[src/rtl/fetch_unit_pkg.sv]
// Shared definitions for the instruction-fetch front end: interrupt source
// codes, fetch state encoding and the BRK opcode injected on interrupts.
package fetch_unit_pkg;

  localparam logic [1:0] INT_NONE  = 2'd0;
  localparam logic [1:0] INT_IRQ   = 2'd1;
  localparam logic [1:0] INT_NMI   = 2'd2;
  localparam logic [1:0] INT_RESET = 2'd3;

  localparam logic [7:0] BRK_OPCODE = 8'h00;

  typedef enum logic [1:0] {
    FT_T0,
    FT_T1,
    FT_EXEC
  } fetch_state_t;

endpackage

[src/rtl/fetch_unit_int_ctl.sv]
// Interrupt controller for the fetch unit: NMI falling-edge capture, reset
// and NMI pending flags, and priority encoding of the BRK injection source.
// Optional macro IRQ_SYNC_EN puts a 2-flop synchronizer on irq_n/nmi_n.
module fetch_unit_int_ctl
  import fetch_unit_pkg::*;
#(
  parameter bit BOOT_INT = 1'b1
) (
  input  logic       clk_m2,
  input  logic       rst,
  input  logic       irq_n,
  input  logic       nmi_n,
  input  logic       i_flag,
  input  logic       take,
  output logic       inject,
  output logic [1:0] win_src
);

  logic irq_line;
  logic nmi_line;
  logic nmi_prev;
  logic nmi_edge;
  logic nmi_pend;
  logic rst_pend;

`ifdef IRQ_SYNC_EN
  logic irq_s1, irq_s2, nmi_s1, nmi_s2;

  // Two-stage synchronizer for the asynchronous interrupt lines, idle high
  always_ff @(posedge clk_m2) begin
    if (rst) begin
      irq_s1 <= 1'b1;
      irq_s2 <= 1'b1;
      nmi_s1 <= 1'b1;
      nmi_s2 <= 1'b1;
    end else begin
      irq_s1 <= irq_n;
      irq_s2 <= irq_s1;
      nmi_s1 <= nmi_n;
      nmi_s2 <= nmi_s1;
    end
  end

  assign irq_line = irq_s2;
  assign nmi_line = nmi_s2;
`else
  assign irq_line = irq_n;
  assign nmi_line = nmi_n;
`endif

  // NMI history sampled every cycle, independent of rdy, so stalls never hide an edge
  always_ff @(posedge clk_m2) begin
    if (rst) nmi_prev <= 1'b1;
    else     nmi_prev <= nmi_line;
  end

  assign nmi_edge = nmi_prev & ~nmi_line;

  // Fixed priority: pending reset, then pending NMI, then unmasked IRQ level
  always_comb begin
    win_src = INT_NONE;
    if (rst_pend)                   win_src = INT_RESET;
    else if (nmi_pend)              win_src = INT_NMI;
    else if (!irq_line && !i_flag)  win_src = INT_IRQ;
    inject = (win_src != INT_NONE);
  end

  // Pending flags; a new NMI edge wins over the clear so it is never lost
  always_ff @(posedge clk_m2) begin
    if (rst) begin
      nmi_pend <= 1'b0;
      rst_pend <= BOOT_INT;
    end else begin
      nmi_pend <= (nmi_pend & ~(take && win_src == INT_NMI)) | nmi_edge;
      if (take && win_src == INT_RESET) rst_pend <= 1'b0;
    end
  end

endmodule

[src/rtl/fetch_unit.sv]
// Instruction-fetch front end: owns the bus for the opcode (T0) and first
// operand (T1) reads, maintains the PC and injects BRK for interrupts.
// Optional macro IRQ_SYNC_EN (see fetch_unit_int_ctl) synchronizes irq_n/nmi_n.
module fetch_unit
  import fetch_unit_pkg::*;
#(
  parameter logic [15:0] PC_RESET = 16'h0000,
  parameter bit          BOOT_INT = 1'b1
) (
  input  logic        clk_m2,
  input  logic        rst,
  input  logic        rdy,
  input  logic [7:0]  data_i,
  output logic [15:0] addr_o,
  output logic        addr_en,
  output logic        sync_o,
  input  logic        fetch_req,
  input  logic        single_byte,
  input  logic        pc_load,
  input  logic [15:0] pc_val,
  output logic [15:0] pc_o,
  output logic [7:0]  opcode_o,
  output logic [7:0]  operand_o,
  output logic        opcode_valid,
  output logic [1:0]  int_src,
  input  logic        irq_n,
  input  logic        nmi_n,
  input  logic        i_flag
);

  fetch_state_t state, state_next;
  logic [15:0]  pc;
  logic         inj_active;
  logic         fetch_seen;
  logic         pc_inc;
  logic         take;
  logic         inject;
  logic [1:0]   win_src;

  assign take = (state == FT_T0) && rdy;

  fetch_unit_int_ctl #(.BOOT_INT(BOOT_INT)) u_int_ctl (
    .clk_m2  (clk_m2),
    .rst     (rst),
    .irq_n   (irq_n),
    .nmi_n   (nmi_n),
    .i_flag  (i_flag),
    .take    (take),
    .inject  (inject),
    .win_src (win_src)
  );

  // State register, frozen while rdy is low
  always_ff @(posedge clk_m2) begin
    if (rst)      state <= FT_T0;
    else if (rdy) state <= state_next;
  end

  // Next state, bus ownership and PC increment decision
  always_comb begin
    state_next   = state;
    addr_en      = 1'b0;
    sync_o       = 1'b0;
    opcode_valid = 1'b0;
    pc_inc       = 1'b0;
    case (state)
      FT_T0: begin
        addr_en    = 1'b1;
        sync_o     = 1'b1;
        pc_inc     = ~inject;
        state_next = FT_T1;
      end
      FT_T1: begin
        addr_en      = 1'b1;
        opcode_valid = rdy;
        pc_inc       = ~single_byte & ~inj_active;
        state_next   = FT_EXEC;
      end
      FT_EXEC: begin
        if (fetch_req || fetch_seen) state_next = FT_T0;
      end
      default: state_next = FT_T0;
    endcase
  end

  // Opcode/operand capture, injection bookkeeping and PC update
  always_ff @(posedge clk_m2) begin
    if (rst) begin
      pc         <= PC_RESET;
      opcode_o   <= 8'h00;
      operand_o  <= 8'h00;
      int_src    <= INT_NONE;
      inj_active <= 1'b0;
      fetch_seen <= 1'b0;
    end else if (rdy) begin
      case (state)
        FT_T0: begin
          opcode_o   <= inject ? BRK_OPCODE : data_i;
          int_src    <= win_src;
          inj_active <= inject;
          fetch_seen <= 1'b0;
        end
        FT_T1: begin
          operand_o  <= data_i;
          fetch_seen <= fetch_req;
        end
        default: fetch_seen <= 1'b0;
      endcase
      if (pc_load)     pc <= pc_val;
      else if (pc_inc) pc <= pc + 16'd1;
    end
  end

  assign addr_o = pc;
  assign pc_o   = pc;

endmodule

[config.mk]
export PLATFORM = sky130hd
export DESIGN_NAME = fetch_unit
export DESIGN_NICKNAME = d
export VERILOG_FILES = /design/src/rtl/fetch_unit_pkg.sv /design/src/rtl/fetch_unit_int_ctl.sv /design/src/rtl/fetch_unit.sv
export SDC_FILE = /design/constraint.sdc
export NUM_CORES = 1
export LEC_CHECK = 0
export CAP_MARGIN = 10
export CORE_ASPECT_RATIO = 1.5
export CORE_MARGIN = 2
export CORE_UTILIZATION = 35
export CTS_BUF_LIST = sky130_fd_sc_hd__clkbuf_16
export DETAILED_ROUTE_END_ITERATION = 16
export GPL_ROUTABILITY_DRIVEN = 0
export GPL_TIMING_DRIVEN = 0
export PLACE_DENSITY = 0.67
export SETUP_SLACK_MARGIN = 0.05
export SYNTH_ARGS = -nofsm -noshare
export SYNTH_HDL_FRONTEND = slang
export SYNTH_SLANG_ARGS = --single-unit
export TNS_END_PERCENT = 1
[constraint.sdc]
create_clock -name clk_m2 -period 2.2 [get_ports clk_m2]
set_input_delay 0.33 -clock clk_m2 [delete_from_list [all_inputs] [get_ports clk_m2]]
set_output_delay 0.33 -clock clk_m2 [all_outputs]
set_load 0.01 [all_outputs]
Yosys cells after proc, flatten, opt, wreduce, memory -nomap -nowiden
Index checks and enable logic that the tools add are counted.
W data, S select, Z words.
{"block": "op_classes", "muxes": 13, "eq_ne": 5, "shift": 0, "div": 0, "magnitude_cmp": 0, "n_reduce_logical": 15, "bitwise": 9, "add_sub_neg": 1, "mul": 0}
{"operator": "$mux W16", "count": 2}
{"operator": "$add A16 B1 Y16 const B", "count": 1}
{"operator": "$mux W8", "count": 1}
{"operator": "$reduce_and A2 Y1", "count": 4}
{"operator": "$eq A2 B2 Y1 const B", "count": 3}
{"operator": "$mux W2", "count": 3}
{"operator": "$pmux W2 S3", "count": 1}
{"operator": "$mux W1", "count": 5}
{"operator": "$not A1 Y1", "count": 5}
{"operator": "$logic_and A1 B1 Y1", "count": 4}
{"operator": "$reduce_bool A2 Y1", "count": 2}
{"operator": "$and A1 B1 Y1", "count": 3}
{"operator": "$eq A2 B1 Y1 const B", "count": 1}
{"operator": "$logic_not A1 Y1", "count": 2}
{"operator": "$logic_not A2 Y1", "count": 1}
{"operator": "$ne A2 B2 Y1 const B", "count": 1}
{"operator": "$pmux W1 S2", "count": 1}
{"operator": "$reduce_or A2 Y1", "count": 1}
{"operator": "$logic_or A1 B1 Y1", "count": 1}
{"operator": "$or A1 B1 Y1", "count": 1}
{"block": "totals", "inputBits": 33, "mem_count": 0, "ramBits": 0, "ff_bits": 41, "romBits": 0, "out_inout_bits": 53, "word_cells": 53, "latch_bits": 0}

Logic depth before layout (Yosys ltp)
{"block": "depth", "depth_word": 10, "ltp_mapped": 7, "ltp_nobuf": 5}

Hierarchy
Synthesis repeated with hierarchy kept, for this count alone.
{"block": "hier_totals", "cells_unflattened": 269, "area_unflattened_um2": 2095.8}
{"mod": "fetch_unit", "area_each_um2": 1965.6, "n_inst": 1, "cells_each": 255}
{"mod": "fetch_unit_int_ctl", "area_each_um2": 130.1, "n_inst": 1, "cells_each": 14}

Least setup slack after synthesis
Ideal clock, no wire load.
{"block": "synth_path", "kind": "input-to-reg", "from": "in rdy", "to": "reg pc[2] (netlist: addr_o[2])", "t_arrival_ns": 1.675, "path_stages": 6, "slack_ns": 0.393, "t_required_ns": 2.068, "setup_ns": 0.132, "path_cell_list": "buf_4 or3b_4 or4_4 buf_6 a21oi_1 o32ai_1"}
{"block": "synth_via", "elab_chain_cells": 1}
{"element": "start, declared", "line": "fetch_unit.sv:12", "text": "input logic rdy,"}
{"element": "$reduce_and A2 Y1 (no line)"}
{"element": "end signal, assigned", "line": "fetch_unit.sv:109", "text": "if (pc_load) pc <= pc_val;"}
{"element": "end signal, assigned", "line": "fetch_unit.sv:110", "text": "else if (pc_inc) pc <= pc + 16'd1;"}
{"element": "end, declared", "line": "fetch_unit.sv:32", "text": "logic [15:0] pc;"}
Every way passes these cells.
A chain may end at the register's enable or synchronous reset.

Final worst setup path
{"block": "layout_path", "from": "reg state[0]", "to": "out opcode_valid"}
{"block": "layout_via", "elab_chain_cells": 2}
{"element": "start, declared", "line": "fetch_unit.sv:31", "text": "fetch_state_t state, state_next;"}
{"element": "start signal, assigned", "line": "fetch_unit.sv:56", "text": "else if (rdy) state <= state_next;"}
{"element": "$eq A2 B1 Y1", "line": "fetch_unit.sv:66", "text": "case (state)"}
{"element": "$mux W1", "line": "fetch_unit.sv:66"}
{"element": "end, declared", "line": "fetch_unit.sv:24", "text": "output logic opcode_valid,"}
Every way passes these cells.

==> results summary <==
The flow ran to the end, and the final reports show no timing, DRC or antenna violations. TritonCTS built the clock tree. The worst-case reg-to-reg path depth is 5. The worst hold path terminates at state[0]. The setup TNS is 0 ps.

The required time at the endpoint of the critical path is 1870 ps. The footprint of the flip-flops and latches is 821 um2. The all-layer global routing usage is 19.8%. The number of levels in the clock H-tree came out at 2. The first-pass GRT wire length came out at 10300 um. The worst relative slew slack came out at 58.9%. The clock latency at the later pin of the worst-skew pair is 280 ps. The share of the cycle needed by the critical path after routing is 91.5%. The floorplan has 34 rows. The total power of the final layout came out at 2.03 mW. The total of buffers placed on input and output ports came out at 84. The register-to-register path setup slack came out at 220 ps.

The largest buffer count on any clock path came out at 2. Setup repair after global routing left no endpoint under its margin. The placed wire-length estimate is 4720 um. The fraction of layout instances using a drive strength above 1 came out at 10.1%. The mean routed wirelength per cell is 15.1 um.

The time the worst path needs with I/O delays and setup is 2010 ps. Timing analysis after detailed placement gives a worst setup slack of -5.02 ps. The via count of the first global-routing pass came out at 2086. The number of flip-flops and latches in the synthesized netlist is 41. The tree is rooted in a sky130_fd_sc_hd__clkbuf_16. The final worst slack is 187 ps. After the first detailed-routing iteration, the DRC count stood at 231. In the layout the commonest cells are sky130_fd_sc_hd__clkdlybuf4s50_1, sky130_fd_sc_hd__dfxtp_1, sky130_fd_sc_hd__nand2_1, sky130_fd_sc_hd__nor2_1, sky130_fd_sc_hd__a21oi_1. The final cell area excluding filler cells is 3220 um2.

The placed instance area came out at 3050 um2. The die area came out at 6700 um2. Summed over all nets, the switching power comes to 0.510 mW. Clock skew on the completed layout was measured at 5.28 ps. The die is 67.5 um wide.

The mapped netlist covers 2120 um2. The clock-pin slew of the registers on the worst-case setup and hold paths came out at 60 ps. The remaining antenna violation count after routing is 0.

The fraction of registers with async set/reset is 0%. The transition at the pin with the smallest max-transition slack came out at 617 ps. For this design the ratio of total power to cell area is 630 nW/um2. The number of nets in the synthesized netlist is 298. The detailed-route via count is 2339. Summing the sequential cell areas from Yosys gives 38.8% of the chip area. The capture point of the worst reg-to-reg path is addr_o[13].

The average cell area after synthesis came out at 8.01 um2. The total instance count after detailed placement is 420. The share of power burned in registers is 40.6%. The number of DRC violations after detailed routing came out at 0. The final routed wirelength across all metal layers is 6470 um.

The data arrival time of the critical path came out at 1680 ps. The tree built by TritonCTS fans out to 41 sinks. Setup violations remaining at the end of the flow were counted as 0. The detail-routed via count per cell is 5.46.

The number of antenna violations at the first check in global routing came out at 0. The overall die height came out at 99.2 um. The area growth from synthesis to final layout is 52.3%.

The number of warnings issued by yosys came out at 0. The pin count of the biggest net entering global routing came out at 13. The number of inserted filler cells in the final layout is 546. In this run, the combinational gates consume 18.9% of the power.

In this run the worst path has a maximum fanout of 10. The startpoint identified for the worst hold timing path is rdy. The critical path class is reg2out. Counting every instance in the synthesized netlist gives 264. The multi-input gate area in the final layout came out at 1070 um2. The max-slew violation count came out at 0.

The upper clock frequency limit came out at 0.497 GHz. The primary flip-flop cell chosen by synthesis mapping is sky130_fd_sc_hd__dfxtp_1. The worst setup path is launched from a flip-flop. The number of top-level pins is 86.

The library cell used most frequently in the layout, excluding fill and tap cells, is sky130_fd_sc_hd__clkdlybuf4s50_1. The detailed-router iteration count before antenna repair is 4. The number of buffers inserted during clock tree synthesis is 5. The leakage power total is 1.16 nW. The proportion of total power due to net switching came out at 25.1%. The max-capacitance violation count is 0. The number of library cell types mapped by synthesis is 40. The repair_antennas step left the layout with diodes totalling 0. The number of setup buffers added after CTS is 0. The final cell count without fillers is 428.

The placeable core area came out at 5830 um2. The worst supply voltage drop on vdd is 0.000421 V. The hold path depth came out at 3. The final hold violation count came out at 0. The worst setup path is captured at an output port. The startpoint identified for the worst register-to-register timing path is addr_o[4]. The path class of the tightest hold or removal check is in2reg. The clock network burns 40.5% of the power. The initial standard-cell utilization of the core came out at 36.3%. The internal power came out at 1.52 mW. The total overflow reported by the global router came out at 0.

The final net count came out at 389. Yosys mapped a number of flops with a built-in enable equal to 0.
-- worst max-delay path, cell delays in order (launching register included) --
cell	delay [ps]
sky130_fd_sc_hd__dfxtp_1	470
sky130_fd_sc_hd__nand3_4	190
sky130_fd_sc_hd__clkinv_2	170
sky130_fd_sc_hd__clkdlybuf4s50_1	560
-- cell type report --
| cell class | instances | share of cell area [%] |
|---|---|---|
| plain buffers | 36 | 6.64 |
| clock buffers | 5 | 3.88 |
| clock inverters | 3 | 1.16 |
| inverters | 5 | 0.621 |
| multi-input cells | 182 | 33.3 |
| flip-flops and latches | 41 | 25.5 |
| well taps | 72 | 2.80 |
| repair buffers | 84 | 26.1 |
-- synth_stat cells (6+ instances only) --
library cell | instances | share of area (%)
sky130_fd_sc_hd__clkbuf_1 | 12 | 2.1
sky130_fd_sc_hd__nand2_1 | 33 | 5.9
sky130_fd_sc_hd__dfxtp_1 | 41 | 39
sky130_fd_sc_hd__nor3_1 | 6 | 1.4
sky130_fd_sc_hd__a21oi_1 | 25 | 5.9
sky130_fd_sc_hd__nor4_1 | 6 | 1.8
sky130_fd_sc_hd__nor2_1 | 28 | 5.0
sky130_fd_sc_hd__nand3_1 | 7 | 1.7
sky130_fd_sc_hd__buf_4 | 18 | 6.4
sky130_fd_sc_hd__a22oi_1 | 14 | 5.0
sky130_fd_sc_hd__o32ai_1 | 12 | 5.0
sky130_fd_sc_hd__o21ai_0 | 6 | 1.4
-- what timing repair did --
item	4_1_cts	5_1_grt
setup endpoints to repair	1	1
gates resized for setup	2	1
hold buffers	0	0
-- kinds of logic (layout without fill, tap and decap cells) --
logic type                 after synthesis  after routing  synth area share (%)
and+or+nand+nor                        100            100                  22.7
AOI/OAI and AO/OA                       79             79                  26.0
DFF                                     41             41                  38.8
buffers and inverters                   41            133                  11.0
muxes                                    2              2                 0.946
adders and majority gates                1              1                 0.591
-- how the worst max path moves through the flow --
stage	start	end	cells past startpoint
global route	state[0]	opcode_valid	3
finish	state[0]	opcode_valid	3
floorplan	rdy	addr_o[2]	6
CTS	state[0]	opcode_valid	3
detailed placement	pc_load	addr_o[1]	6
global placement	pc_load	addr_o[1]	6
-- power groups by stage --
stage                     Clock (mW)  Sequential (mW)  Combinational, mW
after floorplan                    0            0.843              0.177
after global placement             0            0.837              0.382
after detailed placement           0            0.838              0.383
after CTS                      0.830            0.823              0.386
after global routing           0.873            0.830              0.419
final                          0.822            0.824              0.385
-- registers in the layout (all words and copies together), names as in the netlist --
name                cells
inj_active              1
opcode_o                8
u_int_ctl.rst_pend      1
u_int_ctl.nmi_prev      1
operand_o               8
fetch_seen              1
u_int_ctl.nmi_pend      1
state                   2
int_src                 2
addr_o                 16
-- through the flow --
step                hold slack (ps)  utilization (%)
CTS                             400             55.2
floorplan                       435                -
global route                    431             55.3
global placement                444             52.3
finish                          410             55.3
detailed placement              450             52.3
-- per-layer routing --
| layer | up-vias | routed length [um] | share of wire [%] | GRT usage, % |
|---|---|---|---|---|
| met1 | 1066 | 2550 | 39 | 24.0 |
| met3 | 8 | 644 | 9.9 | 5.32 |
| met4 | 0 | 96 | 1.5 | 6.91 |
| met5 | - | 0 | 0 | 0 |
| li1 | 1138 | - | - | - |
| met2 | 127 | 3190 | 49 | 32.9 |
(Power assumes the default switching activity.)
